==> config.mk <==
export PLATFORM = sky130hd
export DESIGN_NAME = dcache_ctrl
export DESIGN_NICKNAME = d
export VERILOG_FILES = /design/src/rtl/dcache_pkg.sv /design/src/rtl/dcache_refill_buf.sv /design/src/rtl/dcache_ctrl.sv
export SDC_FILE = /design/constraint.sdc
export NUM_CORES = 1
export LEC_CHECK = 0
export ABC_AREA = 1
export CAP_MARGIN = 5
export CORE_MARGIN = 2
export CORE_UTILIZATION = 40
export DETAILED_ROUTE_END_ITERATION = 6
export GPL_ROUTABILITY_DRIVEN = 0
export PLACE_DENSITY = 0.68
export SLEW_MARGIN = 20
export SYNTH_ARGS = -nofsm -noshare
export SYNTH_HDL_FRONTEND = slang
export SYNTH_SLANG_ARGS = --single-unit
==> constraint.sdc <==
create_clock -name clk -period 2.85 [get_ports clk]
set_clock_uncertainty 0.05 [all_clocks]
set_input_delay 0.285 -clock clk [delete_from_list [all_inputs] [get_ports clk]]
set_output_delay 0.285 -clock clk [all_outputs]
set_load 0.05 [all_outputs]
==> src/rtl/dcache_pkg.sv <==
// Shared types and field layout for the blocking data-cache controller.
// A RAM line is {valid, tag, 4 x 32-bit words}, word 0 in the low bits.
package dcache_pkg;
  localparam int INDEX_W   = 6;
  localparam int TAG_W     = 22;
  localparam int OFFSET_W  = 2;
  localparam int LINE_W    = 151;
  localparam int VALID_BIT = 150;
  localparam int TAG_HI    = 149;
  localparam int TAG_LO    = 128;
  localparam int DATA_HI   = 127;
  localparam int DATA_LO   = 0;

  typedef enum logic [2:0] {
    S_IDLE, S_LOOKUP, S_MISS_REQ, S_REFILL, S_FILL, S_WR, S_INV
  } state_e;

  typedef struct packed {
    logic        we;
    logic [31:0] addr;
    logic [31:0] wdata;
    logic [3:0]  wstrb;
  } req_t;

  function automatic logic [31:0] byte_merge(input logic [31:0] word,
                                             input logic [31:0] wdata,
                                             input logic [3:0]  wstrb);
    logic [31:0] r;
    r = word;
    for (int b = 0; b < 4; b++)
      if (wstrb[b]) r[8*b +: 8] = wdata[8*b +: 8];
    return r;
  endfunction

  function automatic logic [31:0] word_sel(input logic [DATA_HI:DATA_LO] data,
                                           input logic [OFFSET_W-1:0] off);
    return data[{off, 5'b0} +: 32];
  endfunction
endpackage

==> src/rtl/dcache_refill_buf.sv <==
// Collects the four refill beats of a line; line_o already includes the
// beat arriving this cycle so the final write needs no extra cycle.
module dcache_refill_buf (
  input  logic         clk_i,
  input  logic         rst_ni,
  input  logic         clr_i,
  input  logic         beat_vld_i,
  input  logic [31:0]  beat_data_i,
  output logic [127:0] line_o,
  output logic         done_o
);
  logic [3:0][31:0] line_q;
  logic [3:0][31:0] line_nxt;
  logic [1:0]       cnt_q;

  always_ff @(posedge clk_i or negedge rst_ni) begin
    if (!rst_ni) begin
      line_q <= '0;
      cnt_q  <= '0;
    end else if (clr_i) begin
      cnt_q <= '0;
    end else if (beat_vld_i) begin
      line_q[cnt_q] <= beat_data_i;
      cnt_q         <= cnt_q + 2'd1;
    end
  end

  always_comb begin
    line_nxt = line_q;
    if (beat_vld_i) line_nxt[cnt_q] = beat_data_i;
  end

  assign line_o = line_nxt;
  assign done_o = beat_vld_i && (cnt_q == 2'd3);
endmodule

==> src/rtl/dcache_ctrl.sv <==
// Blocking write-through / no-write-allocate controller for a direct-mapped
// 64-set cache: lookup, 4-beat refill, store forwarding and invalidate sweep.
module dcache_ctrl
  import dcache_pkg::*;
(
  input  logic                clk,
  input  logic                rst,
  input  logic                req_valid,
  output logic                req_ready,
  input  logic                req_we,
  input  logic [31:0]         req_addr,
  input  logic [31:0]         req_wdata,
  input  logic [3:0]          req_wstrb,
  output logic                resp_valid,
  output logic [31:0]         resp_rdata,
  input  logic                inv_req,
  output logic                inv_done,
  output logic                ram_we,
  output logic [INDEX_W-1:0]  ram_w_index,
  output logic [INDEX_W-1:0]  ram_r_index,
  output logic [LINE_W-1:0]   ram_data_in,
  input  logic [LINE_W-1:0]   ram_data_out,
  output logic                mem_rd_req,
  output logic [31:0]         mem_rd_addr,
  input  logic                mem_rd_ready,
  input  logic                mem_rd_valid,
  input  logic [31:0]         mem_rd_data,
  output logic                mem_wr_req,
  output logic [31:0]         mem_wr_addr,
  output logic [31:0]         mem_wr_data,
  output logic [3:0]          mem_wr_strb,
  input  logic                mem_wr_ready
);
  state_e              state_q;
  req_t                req_q;
  logic [INDEX_W-1:0]  sweep_q;
  logic                out_en_q;
  logic                resp_valid_q, inv_done_q, ram_we_q, mem_rd_req_q, mem_wr_req_q;
  logic [31:0]         resp_rdata_q;
  logic [INDEX_W-1:0]  ram_w_index_q;
  logic [LINE_W-1:0]   ram_data_in_q;

  logic [INDEX_W-1:0]  idx;
  logic [TAG_W-1:0]    tag;
  logic [OFFSET_W-1:0] off;
  logic                hit, beat_vld, fill_done;
  logic [127:0]        fill_line;
  logic [LINE_W-1:0]   st_line;

  assign idx = req_q.addr[9:4];
  assign tag = req_q.addr[31:10];
  assign off = req_q.addr[3:2];
  assign hit = ram_data_out[VALID_BIT] && (ram_data_out[TAG_HI:TAG_LO] == tag);

  always_comb begin
    st_line = ram_data_out;
    st_line[{off, 5'b0} +: 32] = byte_merge(word_sel(ram_data_out[DATA_HI:DATA_LO], off),
                                            req_q.wdata, req_q.wstrb);
  end

  assign beat_vld = (state_q == S_REFILL) && mem_rd_valid;

  dcache_refill_buf u_rbuf (
    .clk_i       (clk),
    .rst_ni      (rst),
    .clr_i       (state_q != S_REFILL),
    .beat_vld_i  (beat_vld),
    .beat_data_i (mem_rd_data),
    .line_o      (fill_line),
    .done_o      (fill_done)
  );

  // out_en_q keeps req_ready low while reset is held and for the first cycle after.
  assign req_ready   = out_en_q && (state_q == S_IDLE) && !inv_req;
  assign ram_r_index = (state_q == S_IDLE) ? req_addr[9:4] : idx;
  assign resp_valid  = resp_valid_q;
  assign resp_rdata  = resp_rdata_q;
  assign inv_done    = inv_done_q;
  assign ram_we      = ram_we_q;
  assign ram_w_index = ram_w_index_q;
  assign ram_data_in = ram_data_in_q;
  assign mem_rd_req  = mem_rd_req_q;
  assign mem_rd_addr = {tag, idx, 4'b0};
  assign mem_wr_req  = mem_wr_req_q;
  assign mem_wr_addr = req_q.addr;
  assign mem_wr_data = req_q.wdata;
  assign mem_wr_strb = req_q.wstrb;

  always_ff @(posedge clk or negedge rst) begin
    if (!rst) begin
      state_q       <= S_IDLE;
      req_q         <= '0;
      sweep_q       <= '0;
      out_en_q      <= 1'b0;
      resp_valid_q  <= 1'b0;
      resp_rdata_q  <= '0;
      inv_done_q    <= 1'b0;
      ram_we_q      <= 1'b0;
      ram_w_index_q <= '0;
      ram_data_in_q <= '0;
      mem_rd_req_q  <= 1'b0;
      mem_wr_req_q  <= 1'b0;
    end else begin
      out_en_q     <= 1'b1;
      resp_valid_q <= 1'b0;
      inv_done_q   <= 1'b0;
      ram_we_q     <= 1'b0;
      case (state_q)
        S_IDLE: begin
          if (inv_req) begin
            state_q       <= S_INV;
            sweep_q       <= '0;
            ram_we_q      <= 1'b1;
            ram_w_index_q <= '0;
            ram_data_in_q <= '0;
          end else if (req_valid && req_ready) begin
            req_q   <= '{we: req_we, addr: req_addr, wdata: req_wdata, wstrb: req_wstrb};
            state_q <= S_LOOKUP;
          end
        end
        S_LOOKUP: begin
          if (!req_q.we) begin
            if (hit) begin
              resp_valid_q <= 1'b1;
              resp_rdata_q <= word_sel(ram_data_out[DATA_HI:DATA_LO], off);
              state_q      <= S_IDLE;
            end else begin
              mem_rd_req_q <= 1'b1;
              state_q      <= S_MISS_REQ;
            end
          end else begin
            // No-write-allocate: only a hit touches the line store.
            if (hit) begin
              ram_we_q      <= 1'b1;
              ram_w_index_q <= idx;
              ram_data_in_q <= st_line;
            end
            mem_wr_req_q <= 1'b1;
            state_q      <= S_WR;
          end
        end
        S_MISS_REQ: begin
          if (mem_rd_ready) begin
            mem_rd_req_q <= 1'b0;
            state_q      <= S_REFILL;
          end
        end
        S_REFILL: begin
          if (fill_done) begin
            ram_we_q      <= 1'b1;
            ram_w_index_q <= idx;
            ram_data_in_q <= {1'b1, tag, fill_line};
            resp_valid_q  <= 1'b1;
            resp_rdata_q  <= word_sel(fill_line, off);
            state_q       <= S_FILL;
          end
        end
        S_FILL: state_q <= S_IDLE;
        S_WR: begin
          if (mem_wr_ready) begin
            mem_wr_req_q <= 1'b0;
            resp_valid_q <= 1'b1;
            resp_rdata_q <= '0;
            state_q      <= S_IDLE;
          end
        end
        S_INV: begin
          if (sweep_q == 6'd63) begin
            inv_done_q <= 1'b1;
            state_q    <= S_IDLE;
          end else begin
            sweep_q       <= sweep_q + 6'd1;
            ram_we_q      <= 1'b1;
            ram_w_index_q <= sweep_q + 6'd1;
            ram_data_in_q <= '0;
          end
        end
        default: state_q <= S_IDLE;
      endcase
    end
  end
endmodule
==> impl_metrics.prom <==
# TYPE chip_impl_metric gauge
chip_impl_metric{name="tightestPinTransition",unit="ns"} 1.17
chip_impl_metric{name="final_min_period_over_clock_period",unit="%"} 94.9
chip_impl_metric{name="numCtsBuffers",unit=""} 49
chip_impl_info{name="clock_tree.root_cell",value="clkbuf_16"} 1
chip_impl_metric{name="netSwitchingPower",unit="mW"} 22.8
chip_impl_metric{name="sequential_share_of_power",unit="%"} 23.8
chip_impl_metric{name="port_buffers",unit=""} 555
chip_impl_info{name="run_status",value="finished clean"} 1
chip_impl_metric{name="via_count",unit=""} 28500
chip_impl_metric{name="postCtsSetupRepairBufs",unit=""} 0
chip_impl_metric{name="grt_antenna_before_repair",unit=""} 22
chip_impl_metric{name="synth-seq-cells",unit=""} 403
chip_impl_info{name="worstSetupPathType",value="flop to flop"} 1
chip_impl_metric{name="critPathMaxStageDelay",unit="ns"} 0.90
chip_impl_metric{name="power_density",unit="mW/mm^2"} 1260
chip_impl_metric{name="clkLatencyLatePin",unit="ns"} 0.61
chip_impl_info{name="worst_r2r_startpoint",value="state_q[2]"} 1
chip_impl_metric{name="start_util",unit="%"} 40.4
chip_impl_metric{name="final-setup-viol-count",unit=""} 0
chip_impl_metric{name="logic_gate_share_of_total_power",unit="%"} 60.8
chip_impl_metric{name="drive_above_1_share",unit="%"} 4.67
chip_impl_metric{name="reg2reg_depth",unit=""} 10
chip_impl_metric{name="timing.setup.tns",unit="ns"} 0
chip_impl_metric{name="drc_errors",unit=""} 0
chip_impl_metric{name="timing.slew.headroom",unit="%"} 21.8
chip_impl_metric{name="worst_ep_required_time",unit="ns"} 3.30
chip_impl_metric{name="ir_drop",unit="uV"} 937
chip_impl_info{name="cts_tree",value="yes"} 1
chip_impl_info{name="mostFrequentLayoutCells",value="nand2_1, clkdlybuf4s50_1, inv_1, dfrtp_1, nand3_1"} 1
chip_impl_metric{name="postRouteAntennaNets",unit=""} 0
chip_impl_metric{name="globalRoute.totalOverflow",unit=""} 0
chip_impl_metric{name="chipWidth",unit="um"} 259
chip_impl_info{name="grt_setup_unrepaired",value="no"} 1
chip_impl_metric{name="synthesis.area",unit="sq mm"} 0.0260
chip_impl_info{name="worst_setup_start_kind",value="flop"} 1
chip_impl_metric{name="grt_use_total",unit="%"} 32.8
chip_impl_metric{name="final.fill_count",unit=""} 6374
chip_impl_info{name="leading_cell_type_in_the_layout_fill_and_taps_excluded",value="nand2_1"} 1
chip_impl_info{name="timing.critical_path.cells",value="inv_2 -> nand2_2 -> nor2_4 -> nand2_4 -> nor2_1 -> a21oi_4 -> nand2_1 -> buf_4 -> nand2_1 -> nand2_1"} 1
chip_impl_metric{name="count_of_nets_after_finishing",unit=""} 4754
chip_impl_metric{name="clockBufferDepth",unit=""} 3
chip_impl_info{name="crit_slowest_cell",value="a21oi_4"} 1
chip_impl_info{name="setup.worst_path.end_class",value="flop"} 1
chip_impl_metric{name="internal_power",unit="mW"} 19.7
chip_impl_metric{name="dieHeight",unit="um"} 259
chip_impl_metric{name="synth-warning-count",unit=""} 0
chip_impl_metric{name="achievable-frequency",unit="MHz"} 370
chip_impl_metric{name="worst-path-max-fanout",unit=""} 33
chip_impl_metric{name="dr.pass1.iters",unit=""} 6
chip_impl_metric{name="part_of_the_yosys_area_used_for_sequential_elements",unit="%"} 38.8
chip_impl_metric{name="floorplan.core_area",unit="sq mm"} 0.0643
chip_impl_metric{name="areaGrowthSynthToFinish",unit="%"} 29.7
chip_impl_metric{name="cts.clk_slew.worst_paths",unit="ns"} 0.06
chip_impl_metric{name="placementRows",unit=""} 93
chip_impl_metric{name="leakage",unit="nW"} 17.7
chip_impl_metric{name="hold_path_depth",unit=""} 3
chip_impl_metric{name="htreeDepth",unit=""} 2
chip_impl_metric{name="synth.avg_cell_area",unit="sq um"} 6.29
chip_impl_metric{name="dieArea",unit="sq mm"} 0.0670
chip_impl_metric{name="grt_start_max_net_pins",unit=""} 104
chip_impl_info{name="worst_hold_path_type",value="input port to flop"} 1
chip_impl_metric{name="final.hold.worst_slack",unit="ns"} 0.162
chip_impl_metric{name="totalWireLength",unit="um"} 113000
chip_impl_metric{name="routedWlPerCell",unit="um"} 21.0
chip_impl_metric{name="netlist_instances",unit=""} 4130
chip_impl_metric{name="finalWorstPathRequiredPeriod",unit="ns"} 2.70
chip_impl_metric{name="dp_hpwl",unit="um"} 84300
chip_impl_info{name="hp-start",value="req_wdata[16]"} 1
chip_impl_info{name="critical-path-top-cell-by-count",value="nand2_1"} 1
chip_impl_metric{name="slew_viol_final",unit=""} 0
chip_impl_metric{name="reg2reg_setup_slack",unit="ns"} 0.15
chip_impl_metric{name="yosys.cell_types.count",unit=""} 31
chip_impl_metric{name="grt_pass1_wl",unit="um"} 167000
chip_impl_metric{name="power.share.switching",unit="%"} 53.7
chip_impl_metric{name="clock-sinks",unit=""} 403
chip_impl_metric{name="clkPwrFrac",unit="%"} 15.4
chip_impl_info{name="worst_reg2reg_endpoint",value="resp_rdata[23]"} 1
chip_impl_metric{name="ioPinCount",unit=""} 560
chip_impl_metric{name="drt-vias-per-instance",unit=""} 5.29
chip_impl_metric{name="drv.max_cap_violation_count",unit=""} 0
chip_impl_metric{name="number_of_global_route_vias_before_repair",unit=""} 25900
chip_impl_metric{name="worst_ep_arrival_time",unit="ns"} 3.16
chip_impl_metric{name="initialDrtViolationCount",unit=""} 3428
chip_impl_info{name="holdPathEnd",value="mem_wr_data[16]"} 1
chip_impl_metric{name="finalHoldViolCount",unit=""} 0
## layer usage
metal	vias to the layer above	global-route usage, %	part of all wire, %
li1	13400	-	-
met1	13300	46.8	43
met2	1628	48.2	43
met3	190	8.34	11
met4	10	11.0	3.7
met5	-	0	0.050
## area by class of cell
type	count	area [sq um]	share of cell area, %
repair buffers	654	6720	19.9
flip-flops and latches	403	10100	30.0
diodes	16	40.0	0.119
clock buffers	77	1560	4.64
well taps	855	1070	3.18
multi-input cells	2939	12500	37.0
inverters	437	1650	4.91
clock inverters	9	98.8	0.293
## registers in the layout, indices dropped and copies added (netlist names)
name,count
mem_wr_addr,32
inv_done,1
req_q,1
resp_rdata,32
mem_wr_strb,4
resp_valid,1
u_rbuf.cnt_q,2
u_rbuf.line_q,128
state_q,3
mem_wr_req,1
mem_wr_data,32
ram_w_index,6
ram_data_in,151
out_en_q,1
mem_rd_req,1
ram_we,1
sweep_q,6
## worst max-delay path: cells and delay by family, from the launching register on
kind / cells / cell delay (ns)
and+or+nand+nor: 7 / 0.84
buffers and inverters: 2 / 0.36
DFF: 1 / 0.44
AOI/OAI and AO/OA: 1 / 0.90
## synth_stat cells
cell	count	area (sq um)
a21oi_1	11	55.1
a21oi_2	1	8.76
a22o_1	1	8.76
buf_1	30	113
buf_2	86	430
buf_4	109	818
clkbuf_1	129	484
clkinv_1	5	18.8
conb_1	2	7.51
dfrtp_1	403	10100
ha_1	11	138
inv_1	424	1590
inv_2	8	30.0
nand2_1	2101	7890
nand2_2	3	18.8
nand2_4	1	11.3
nand3_1	311	1560
nand4_1	133	832
nor2_1	40	150
nor2_2	2	12.5
nor2_4	3	33.8
nor3_1	2	10.0
nor3_2	1	10.0
o211ai_1	32	240
o21ai_0	247	1240
o21ai_1	29	145
o22ai_1	1	6.26
o31ai_1	1	7.51
o41ai_1	1	8.76
xnor2_1	1	8.76
xor2_1	1	8.76
## worst max-delay path by stage
stage	from	end	slack [ns]	cells past startpoint
4_1_cts	state_q[2]	req_ready	0.04	4
2_1_floorplan	mem_wr_addr[2]	ram_data_in[131]	0.08	17
3_3_place_gp	state_q[2]	resp_rdata[3]	0.17	10
5_1_grt	state_q[2]	resp_rdata[26]	0.04	10
3_5_place_dp	state_q[2]	resp_rdata[26]	0.21	10
6_report	state_q[2]	resp_rdata[23]	0.15	10
## what timing repair did
item	CTS	global route
endpoints found under the setup margin	7	1
hold endpoints to repair	62	0
gates resized for setup	7	1
hold buffers	1	0
## logic make-up (layout without fill, tap and decap cells)
| logic type | after synthesis | count (layout) | share of synthesized area (%) |
|---|---|---|---|
| AND/OR/NAND/NOR | 2597 | 2597 | 40.5 |
| buffers and inverters | 791 | 1177 | 13.4 |
| flip-flops | 403 | 403 | 38.8 |
| AO/OA/AOI/OAI | 324 | 324 | 6.61 |
| adder cells (fa/ha/maj) | 11 | 11 | 0.530 |
| other | 2 | 21 | 0.0289 |
| XOR/XNOR | 2 | 2 | 0.0675 |
## per-stage QoR
step                std cells  area [sq um]  utilization [%]  setup slack [ns]  total power, mW
finish                   5390         33700             52.3             0.145             42.5
floorplan                4133         26000                -            0.0793             26.8
detailed placement       5287         32000             49.7             0.214             35.5
global route             5387         33700             52.3            0.0403             44.7
CTS                      5374         33600             52.3            0.0396             42.2
global placement         5287         32000             49.7             0.174             35.4
## power by group through the flow
stage               clock [mW]  sequential (mW)  combinational, mW
finish                    6.53             10.1               25.8
global route              6.82             10.4               27.5
CTS                       6.62             10.1               25.5
detailed placement           0             10.1               25.4
global placement             0             10.1               25.2
floorplan                    0             13.1               13.7
No activity file was read; power rests on OpenSTA's default activity.
